<file path="config.mk">
export PLATFORM = sky130hd
export DESIGN_NAME = mem_bus_arbiter
export DESIGN_NICKNAME = d
export VERILOG_FILES = /design/src/rtl/mem_bus_arbiter.sv
export SDC_FILE = /design/constraint.sdc
export NUM_CORES = 1
export LEC_CHECK = 0
export BUFFER_PORTS_ARGS = -buffer_cell sky130_fd_sc_hd__clkbuf_2
export CORE_AREA = 2 2 726 728
export CTS_CLUSTER_SIZE = 14
export DETAILED_ROUTE_END_ITERATION = 10
export DIE_AREA = 0 0 728 730
export PLACE_DENSITY_LB_ADDON = 0.1
export SLEW_MARGIN = 10
export SYNTH_ARGS = -nofsm -noshare
export SYNTH_HDL_FRONTEND = slang
export SYNTH_SLANG_ARGS = --single-unit
</file>
<file path="constraint.sdc">
create_clock -name Clk -period 3.4 [get_ports Clk]
set_clock_uncertainty 0.2 [all_clocks]
set_input_delay 0.17 -clock Clk [delete_from_list [all_inputs] [get_ports Clk]]
set_output_delay 0.17 -clock Clk [all_outputs]
set_load 0.01 [all_outputs]
</file>
<file path="src/rtl/mem_bus_arbiter.sv">
// Two-master round-robin arbiter and address decoder for the shared memory bus.
// Registers the owner's strobes/address/data onto the bus and returns read data.
module mem_bus_arbiter #(
    parameter int ADDR_W   = 16,
    parameter int DATA_W   = 256,
    parameter int MAX_HOLD = 32
) (
    input  logic              Clk,
    input  logic              nReset,
    input  logic              Req0,
    input  logic              Req1,
    output logic              Gnt0,
    output logic              Gnt1,
    input  logic              nRead0,
    input  logic              nWrite0,
    input  logic              nRead1,
    input  logic              nWrite1,
    input  logic [ADDR_W-1:0] Addr0,
    input  logic [ADDR_W-1:0] Addr1,
    input  logic [DATA_W-1:0] WrData0,
    input  logic [DATA_W-1:0] WrData1,
    output logic              nRead,
    output logic              nWrite,
    output logic [ADDR_W-1:0] address,
    output logic [DATA_W-1:0] ExeDataOut,
    output logic              CsInstr,
    output logic              CsMatrix,
    output logic              CsMem,
    input  logic [DATA_W-1:0] InstructDataOut,
    input  logic [DATA_W-1:0] MatrixDataOut,
    input  logic [DATA_W-1:0] MemDataOut,
    output logic [DATA_W-1:0] RdData,
    output logic              DecodeErr
);

    typedef enum logic [1:0] {
        IDLE   = 2'd0,
        GRANT0 = 2'd1,
        GRANT1 = 2'd2
    } state_t;

    // Wide enough that the saturated count always reaches MAX_HOLD-1.
    localparam int HOLD_W = $clog2(MAX_HOLD + 2);
    localparam logic [HOLD_W-1:0] HOLD_LIM =
        HOLD_W'((MAX_HOLD > 0) ? MAX_HOLD - 1 : 0);
    localparam bit PREEMPT_EN = (MAX_HOLD != 0);

    state_t              state_q, state_d;
    logic                last_q, last_d;
    logic [HOLD_W-1:0]   hold_q, hold_d;
    logic                gnt0_q, gnt0_d;
    logic                gnt1_q, gnt1_d;
    logic                nread_q, nread_d;
    logic                nwrite_q, nwrite_d;
    logic [ADDR_W-1:0]   addr_q, addr_d;
    logic [DATA_W-1:0]   data_q, data_d;
    logic                cs_instr_q, cs_instr_d;
    logic                cs_matrix_q, cs_matrix_d;
    logic                cs_mem_q, cs_mem_d;
    logic                err_q, err_d;
    logic [DATA_W-1:0]   rd_q, rd_d;

    logic                hold_done;
    logic                preempt0;
    logic                preempt1;
    logic                active;
    logic [3:0]          region;

    // Preemption only at a quiet point: other master waiting, holder idle.
    always_comb begin
        hold_done = PREEMPT_EN && (hold_q >= HOLD_LIM);
        preempt0  = hold_done && Req1 && nRead0 && nWrite0;
        preempt1  = hold_done && Req0 && nRead1 && nWrite1;
    end

    // Next-state: round-robin grant from IDLE, release or preempt back to IDLE.
    always_comb begin
        state_d = state_q;
        last_d  = last_q;
        hold_d  = hold_q;
        unique case (state_q)
            IDLE: begin
                if (Req0 && (!Req1 || last_q)) begin
                    state_d = GRANT0;
                    last_d  = 1'b0;
                    hold_d  = '0;
                end else if (Req1) begin
                    state_d = GRANT1;
                    last_d  = 1'b1;
                    hold_d  = '0;
                end
            end
            GRANT0: begin
                if (!Req0 || preempt0) begin
                    state_d = IDLE;
                end else if (hold_q != '1) begin
                    hold_d = hold_q + 1'b1;
                end
            end
            GRANT1: begin
                if (!Req1 || preempt1) begin
                    state_d = IDLE;
                end else if (hold_q != '1) begin
                    hold_d = hold_q + 1'b1;
                end
            end
            default: state_d = IDLE;
        endcase
        gnt0_d = (state_d == GRANT0);
        gnt1_d = (state_d == GRANT1);
    end

    // Bus mux: owner's signals while it keeps the grant, idle values otherwise.
    always_comb begin
        nread_d  = 1'b1;
        nwrite_d = 1'b1;
        addr_d   = '0;
        data_d   = '0;
        if (state_q == GRANT0 && state_d == GRANT0) begin
            nread_d  = nRead0 | ~nWrite0;
            nwrite_d = nWrite0;
            addr_d   = Addr0;
            data_d   = WrData0;
        end else if (state_q == GRANT1 && state_d == GRANT1) begin
            nread_d  = nRead1 | ~nWrite1;
            nwrite_d = nWrite1;
            addr_d   = Addr1;
            data_d   = WrData1;
        end
        active      = ~nread_d | ~nwrite_d;
        region      = addr_d[ADDR_W-1 -: 4];
        cs_instr_d  = active && (region == 4'h8);
        cs_matrix_d = active && (region == 4'h2);
        cs_mem_d    = active && (region == 4'h0);
        err_d       = active && !(cs_instr_d || cs_matrix_d || cs_mem_d);
    end

    // Read return: capture the selected target while a mapped read is on the bus.
    always_comb begin
        rd_d = rd_q;
        if (!nread_q) begin
            unique case (1'b1)
                cs_instr_q:  rd_d = InstructDataOut;
                cs_matrix_q: rd_d = MatrixDataOut;
                cs_mem_q:    rd_d = MemDataOut;
                default:     rd_d = rd_q;
            endcase
        end
    end

    // State, grant and bus registers with synchronous active-low reset.
    always_ff @(posedge Clk) begin
        if (!nReset) begin
            state_q     <= IDLE;
            last_q      <= 1'b1;
            hold_q      <= '0;
            gnt0_q      <= 1'b0;
            gnt1_q      <= 1'b0;
            nread_q     <= 1'b1;
            nwrite_q    <= 1'b1;
            addr_q      <= '0;
            data_q      <= '0;
            cs_instr_q  <= 1'b0;
            cs_matrix_q <= 1'b0;
            cs_mem_q    <= 1'b0;
            err_q       <= 1'b0;
            rd_q        <= '0;
        end else begin
            state_q     <= state_d;
            last_q      <= last_d;
            hold_q      <= hold_d;
            gnt0_q      <= gnt0_d;
            gnt1_q      <= gnt1_d;
            nread_q     <= nread_d;
            nwrite_q    <= nwrite_d;
            addr_q      <= addr_d;
            data_q      <= data_d;
            cs_instr_q  <= cs_instr_d;
            cs_matrix_q <= cs_matrix_d;
            cs_mem_q    <= cs_mem_d;
            err_q       <= err_d;
            rd_q        <= rd_d;
        end
    end

    assign Gnt0       = gnt0_q;
    assign Gnt1       = gnt1_q;
    assign nRead      = nread_q;
    assign nWrite     = nwrite_q;
    assign address    = addr_q;
    assign ExeDataOut = data_q;
    assign CsInstr    = cs_instr_q;
    assign CsMatrix   = cs_matrix_q;
    assign CsMem      = cs_mem_q;
    assign DecodeErr  = err_q;
    assign RdData     = rd_q;

endmodule

</file>
* Yosys cells after proc, flatten, opt, wreduce, memory -nomap -nowiden
Cells that the tools add are included.
** Cells by class
- Reductions and logical operators :: 29
- $add $sub $neg :: 1
- Muxes and demuxes :: 22
- Eq/ne operators :: 10
- Bitwise operators :: 8
- Order comparisons :: 1
** Operator list (count)
- one-hot mux 256 bit (3 select lines) :: 1
- two-way mux 256 bit :: 2
- two-way mux 16 bit :: 2
- two-way mux 6 bit :: 5
- one-hot mux 6 bit (3 select lines) :: 1
- logical AND 1 bit :: 13
- two-way mux 2 bit :: 4
- adder 6 x 1 -> 6 bit (second input constant) :: 1
- greater-or-equal comparator 6 x 5 -> 1 bit (second input constant) :: 1
- two-way mux 1 bit :: 6
- inequality test 6 bit (second input constant) :: 1
- one-hot mux 2 bit (3 select lines) :: 1
- nonzero test 3 bit :: 2
- logical OR 1 bit :: 5
- NOT 1 bit :: 5
- == test 2 x 1 -> 1 bit (second input constant) :: 2
- == test 2 bit (second input constant) :: 2
- == test 4 x 2 -> 1 bit (second input constant) :: 1
- == test 4 bit (second input constant) :: 1
- logical NOT 4 bit :: 1
- inequality test 2 bit (second input constant) :: 2
- AND reduction 2 bit :: 2
- AND reduction 4 bit :: 1
- logical NOT 1 bit :: 3
- other kinds (4) :: 6
** Word-level totals
- Bits of input ports :: 1320
- Output and inout port bits :: 536
- Word-level logic and storage cells :: 85
- Register bits :: 545

* Depth between registers and ports, before layout
Gate-level depths: netlist of the first run.
- Depth after elaboration :: 18
- Mapped depth :: 12
- Mapped depth without buffers :: 8

* Worst setup path before layout of the first run
No wires, ideal clock.
- Path kind :: reg2reg
- Start :: reg state_q[1]
- End :: reg cs_instr_q (netlist: CsInstr)
- Clock period less this slack :: 2406 ps
- Data arrival time :: 2081 ps
- Buffers on the path :: 3
- Path slack :: 994 ps
- Required time :: 3075 ps
- Cell stages (with the launch flop) :: 12
- Setup time :: 125 ps
- Path through :: dfxtp_1 -> inv_1 -> ha_1 -> and2_1 -> a32oi_2 -> o221a_1 -> buf_6 -> and4_1 -> buf_6 -> buf_6 -> a22o_1 -> nor3b_2
** Between the ends
- Cells in the longest elaborated chain, start to end :: 10
- Elaborated cells on any way between the ends :: 23
- Those cells by class :: 5 x eq/ne; 11 x mux; 3 x bitwise; 4 x reduce/logical
** Ends and longest elaborated chain
- start: declaration :: line 48 : state_t state_q, state_d;
- start signal: assignment :: line 169 : state_q <= state_d;
- branches (longest 9 deep; another with two-way mux 16 bit)
- logical AND 1 bit * :: line 132 : cs_instr_d = active && (region == 4'h8);
- end signal: assignment :: line 178 : cs_instr_q <= cs_instr_d;
- end: declaration :: line 57 : logic cs_instr_q, cs_instr_d;
Every way passes the cells marked *.
A chain may end at the register's enable or synchronous reset.

* Worst setup path in the final report of the first run
- Start :: reg state_q[1]
- End :: reg addr_q[13] (netlist: address[13])
** Between the ends
- Cells in the longest elaborated chain, start to end :: 7
- Elaborated cells on any way between the ends :: 14
- Those cells by class :: 4 x eq/ne; 7 x mux; 3 x reduce/logical
** Ends and longest elaborated chain
- two-way mux 2 bit :: line 87 : end else if (Req1) begin
- two-way mux 2 bit :: line 83 : if (Req0 && (!Req1 || last_q)) begin
- one-hot mux 2 bit (3 select lines) :: line 81 : unique case (state_q)
- == test 2 bit :: line 124 : end else if (state_q == GRANT1 && state_d == GRANT1) begin
- logical AND 1 bit :: line 124
- two-way mux 16 bit :: line 124
- two-way mux 16 bit * :: line 119 : if (state_q == GRANT0 && state_d == GRANT0) begin
- end signal: assignment :: line 176 : addr_q <= addr_d;
- end: declaration :: line 55 : logic [ADDR_W-1:0] addr_q, addr_d;
Mark *: on every way between the ends. The rest lies on a longest branch, timed or not.

==> results of run 1 <==
## worst register-to-register path: stages, from the launching register on
cell and delay, ns:
dfxtp_1 0.41, inv_1 0.12, ha_1 0.26, and2_1 0.19, a32oi_2 0.22, o221a_2 0.37, and4_4 0.29, buf_4 0.27
a22oi_1 0.14, nor2_1 0.10, dlygate4sd3_1 0.54
## sequential cells by signal (all words and copies together) (netlist names)
signal	cells
nRead	1
nWrite	1
Gnt1	1
last_q	1
CsMatrix	1
RdData	256
state_q	2
CsInstr	1
Gnt0	1
hold_q	6
address	16
DecodeErr	1
ExeDataOut	256
CsMem	1
## cell usage after synthesis (3+ instances only)
cell | instances | area [sq um]
a311oi_1 | 256 | 2240
a22oi_2 | 211 | 2640
buf_8 | 5 | 75.1
o21ai_0 | 5 | 25.0
ha_1 | 5 | 62.6
inv_1 | 8 | 30.0
a21oi_1 | 5 | 25.0
dfxtp_1 | 545 | 10900
nand3_1 | 8 | 40.0
nor4_1 | 3 | 18.8
buf_6 | 32 | 360
buf_2 | 28 | 140
nor3_1 | 5 | 25.0
nor2_1 | 430 | 1610
nor2_2 | 100 | 626
a22o_1 | 3 | 26.3
nand2_1 | 270 | 1010
and2_1 | 3 | 18.8
buf_4 | 8 | 60.1
a22oi_1 | 317 | 2380
clkbuf_1 | 191 | 717
## through the flow
step	setup slack (ns)	utilization [%]
4_1_cts	0.0588	12.0
2_1_floorplan	0.994	-
6_report	0.202	12.0
3_5_place_dp	0.258	7.87
3_3_place_gp	0.329	7.87
5_1_grt	0.0179	12.0
## layout make-up
type | count | area, sq um
fillers | 60800 | 460000
clock inverters | 34 | 475
repair buffers | 3788 | 28800
multi-input cells | 1660 | 11100
inverters | 8 | 37.5
clock buffers | 137 | 2810
well taps | 6968 | 8720
flip-flops and latches | 545 | 10900
diodes | 70 | 175
## power by group through the flow
stage | Combinational, mW | Sequential, mW | Clock, mW
2_1_floorplan | 0.779 | 6.75 | 0
3_3_place_gp | 2.46 | 6.79 | 0
3_5_place_dp | 2.45 | 6.79 | 0
4_1_cts | 4.16 | 6.65 | 11.5
5_1_grt | 4.35 | 6.65 | 11.6
6_report | 4.09 | 6.65 | 10.8
## routing by layer
metal	global-route usage (%)	vias up	wire, um
met5	0	-	547
met1	14.9	17900	142000
li1	-	16600	-
met3	4.53	543	30600
met2	22.6	1659	173000
met4	2.43	78	8730
## worst min path at each step
stage | to | slack [ns] | cells after the start
detailed placement | ExeDataOut[98] | 0.21 | 3
global route | ExeDataOut[64] | 0.01 | 4
CTS | RdData[231] | 0.00003 | 4
global placement | ExeDataOut[19] | 0.21 | 3
floorplan | ExeDataOut[100] | 0.10 | 2
finish | ExeDataOut[75] | 0.07 | 4
## what timing repair did
item	CTS	global route
hold buffers	1841	0
endpoints found under the setup margin	0	8
resized for setup	0	1
endpoints found under the hold margin	544	0
## logic make-up after synthesis
group | after synthesis | share of synthesized area [%]
buffers and inverters | 274 | 6.07
flip-flops | 545 | 46.6
AO/OA/AOI/OAI | 817 | 32.1
AND/OR/NAND/NOR | 837 | 15.0
adder cells (fa/ha/maj) | 5 | 0.267
multiplexers | 1 | 0.0481
==> impl_metrics.ini, run 1 <==
[outcome]
outcome = completed

[final_layout]
final_cell_mix = clkbuf_2, dlygate4sd3_1, dfxtp_1
area_growth_syn_to_layout_pct = 169
final_common_cell = clkbuf_2
fin_area_sq_um = 63100
layout.nets = 7427
drive_above_1_share_pct = 39.3
final_cell_count_no_fill = 13200

[worst_setup_path]
path_cells = inv_1, ha_1, and2_1, a32oi_2, o221a_2, and4_4, buf_4, a22oi_1, nor2_1, dlygate4sd3_1
r2r_slack_ns = 0.20
max_stage_delay_ns = 0.54
cp-start-kind = flop
required_ns = 3.94
cp.arrival_ns = 3.73
endpoint = address[13]
cp.depth = 10
slowest_stage = dlygate4sd3_1
worstReg2RegEnd = address[13]
rr_worst_depth = 10
cp_max_fo = 13
critical_path.top_delay_family = buffers and inverters
path_buf_inv = 3
worstReg2RegStart = state_q[1]
end_kind = flop
crit_start = state_q[1]
crit_type = flop to flop

[routing]
drt-wirelength-per-cell_um = 26.9
drc = 0
num_vias = 36700
routed_wl_um = 355000
dr.pass1.iters = 5
ant_nets = 0
viasPerCell = 2.78
drt-initial-drc-count = 1842

[cts]
cts_setup_buffers = 0
clockBufferDepth = 4
cts.sinks = 545
cts_tree = yes
numCtsBuffers = 99
clk_latency_ns = 0.80
clk_pin_slew_ns = 0.06
cts_root_buffer = clkbuf_16
h-tree-depth = 3

[job]
maxCapViolCount = 0

[logic_synthesis]
async_flop_share_pct = 0
ys_seq_area_share_pct = 46.6
syn_area_per_cell_sq_um = 9.45
syn_nets = 3804
yosys_warnings = 0
synth_ff_type = dfxtp_1
yosys_register_bits = 545
synthCells = 2479
synth_edf_count = 0
netlist_area_sq_um = 23400
synth_cell_types = 55

[sta]
post-route-period-util_pct = 94.1
fmax_ghz = 0.313
finalSetupViolCount = 0
hold_ws_ns = 0.0731
rsz0062_at_grt = false
finalSetupTns_ns = 0
slew_violations = 0
relSlewSlack_pct = 35.5
worstMarginPinSlew_ns = 0.968
hold_viol = 0
post-route-min-period_ns = 3.20

[grt]
grt_max_degree = 157
grt_pass1_vias = 38600
grt_pass1_wl_um = 440000
grt_overflow = 0
antenna_found_initial = 280
grt_usage_pct = 12.8

[die]
start_util_pct = 4.48
die_area_sq_um = 531000
io_pins = 1856
num_rows = 266
die_y_um = 730
core_sq_um = 524000
die_w_um = 728

[power_and_ir_drop]
p_int_mw = 15.2
power.density_nw_per_um2 = 342
pwr-share-seq_pct = 30.8
power.leakage_nw = 25.3
pwr-share-comb_pct = 19.0
swShare_pct = 29.7
switchingPower_mw = 6.41
power_frac_clock_pct = 50.2
power.total_mw = 21.6
vdd.ir_drop.worst_mv = 0.341

[min_path]
hp-start = WrData1[75]
hold_class = input pin to flop

[placement]
gp_congestion = 0.913
port_buffers = 1855
dpl-instance-area_sq_um = 41200
dp_hpwl_um = 308000
placedCellCount = 11100
No activity file was read; power rests on OpenSTA's default activity.
==> inputs of run 2 (changes only) <==
CORE_AREA = 2 2 721 723   (was 2 2 726 728)
DIE_AREA = 0 0 723 725   (was 0 0 728 730)
clock period = 2.8 ns   (was 3.4 ns; I/O delays follow)
==> impl_metrics.ini, run 2 (synthesis results as in run 1) <==
[worst_setup_path]
rr_worst_depth = 4
cp.arrival_ns = 3.16
end_kind = flop
worstReg2RegStart = CsMatrix
max_stage_delay_ns = 0.66
worstReg2RegEnd = RdData[80]
required_ns = 3.24
crit_start = CsMatrix
crit_type = flop to flop
cp_max_fo = 106
r2r_slack_ns = 0.08
slowest_stage = dlygate4sd3_1
cp-start-kind = flop
path_cells = buf_12, a22oi_1, dlygate4sd3_1, a311oi_1

[min_path]
hp-start = WrData0[107]
hold_depth = 4
min_to = ExeDataOut[107]
hold_class = input pin to flop

[grt]
grt_max_degree = 107
grt_pass1_vias = 40100
grt_overflow = 0
antenna_found_initial = 296
grt_pass1_wl_um = 451000
grt_usage_pct = 13.3

[sta]
finalSetupTns_ns = 0
post-route-period-util_pct = 97.1
fmax_ghz = 0.368
hold_viol = 0
slew_violations = 0
worstMarginPinSlew_ns = 0.997
post-route-min-period_ns = 2.72
finalSetupViolCount = 0
relSlewSlack_pct = 33.5
rsz0062_at_grt = true
fin_ws_ns = 0.0800
hold_ws_ns = 0.0530

[die]
core_sq_um = 516000
io_pins = 1856
start_util_pct = 4.54
num_rows = 264
die_y_um = 725
die_w_um = 723
die_area_sq_um = 524000

[power_and_ir_drop]
switchingPower_mw = 7.95
vdd.ir_drop.worst_mv = 0.598
swShare_pct = 30.7
power.leakage_nw = 25.8
pwr-share-comb_pct = 21.7
p_int_mw = 18.0
power.density_nw_per_um2 = 389
power.total_mw = 25.9
power_frac_clock_pct = 47.2
pwr-share-seq_pct = 31.1

[final_layout]
seq_area_sq_um = 10900
final_cell_mix = dlygate4sd3_1, clkbuf_2, dfxtp_1
fillers = 60000
layout.nets = 7776
final_common_cell = dlygate4sd3_1
multiInputGateArea_sq_um = 11200
drive_above_1_share_pct = 38.9
area_growth_syn_to_layout_pct = 184

[cts]
numCtsBuffers = 96
cts.sinks = 545
clk_pin_slew_ns = 0.05
h-tree-depth = 3
clk_latency_ns = 0.84
cts_tree = yes
clockBufferDepth = 4
cts_root_buffer = clkbuf_16

[routing]
routed_wl_um = 365000
ant_nets = 0
drt-initial-drc-count = 1822
dr.pass1.iters = 6
num_vias = 38200
drc = 0
drt-wirelength-per-cell_um = 27.0
viasPerCell = 2.82

[job]
maxCapViolCount = 0

[placement]
gp_congestion = 0.951
dp_hpwl_um = 317000
dp_slack_ns = -0.153
port_buffers = 1855

[outcome]
outcome = completed
[run 2: changes by cell type in the layout (fill, tap and decap cells not counted), moves of 6 or more]
cell,previous run,this run
buf_4,58,142
buf_12,34,52
clkbuf_1,21,30
dlygate4sd3_1,1841,2076
diode_2,70,99
buf_16,0,9
bufinv_16,10,4
clkinv_2,16,10
[run 2: repair_timing]
action                                   CTS  global route
resized for setup                          2            21
cloned                                     0             4
hold buffers                            2076             0
setup buffers                              3            14
hold endpoints to repair                 544             0
endpoints found under the setup margin     1            69
pin swaps                                  2             4
[run 2: layer usage]
metal	global-route usage (%)	wire length (um)	vias up
li1	-	-	17300
met1	15.3	147000	18600
met2	23.1	177000	1684
met3	4.64	29700	540
met4	3.43	10800	82
met5	0	516	-
[run 2: worst max-delay path: cells and delay by family (launching register included)]
| family | cells | cell delay, ns |
|---|---|---|
| buf+inv | 2 | 0.90 |
| flops | 1 | 0.43 |
| compound gates | 2 | 0.56 |
[run 2: area by class of cell]
type	count	area share, %
Clock buffer	140	4.07
Antenna cell	99	0.372
Inverter	8	0.0564
Sequential cell	545	16.4
Clock inverter	21	0.419
Multi-Input combinational cell	1660	16.8
Tap cell	6916	13.0
Timing Repair Buffer	4140	48.9
[run 2: power groups by stage]
stage	logic, mW	registers [mW]	clock network [mW]
final	5.62	8.05	12.2
after CTS	5.68	8.06	13.0
after global routing	5.97	8.06	13.1
after global placement	3.29	8.23	0
after floorplan	0.946	8.19	0
after detailed placement	3.27	8.22	0
[run 2: worst max-delay path by stage]
stage	endpoint	slack [ns]	cells past startpoint
final	RdData[80]	0.08	4
after global routing	ExeDataOut[138]	-0.03	10
after CTS	ExeDataOut[152]	0.03	10
after detailed placement	ExeDataOut[152]	-0.15	10
after global placement	ExeDataOut[152]	-0.14	10
after floorplan	CsInstr	0.39	11
[run 2: through the flow]
stage	instance area, sq um	instances	utilization, %
6_report	66600	13500	12.9
5_1_grt	66400	13500	12.9
4_1_cts	65900	13400	12.8
3_5_place_dp	42100	11200	8.17
3_3_place_gp	42100	11200	8.17
2_1_floorplan	23400	2479	-
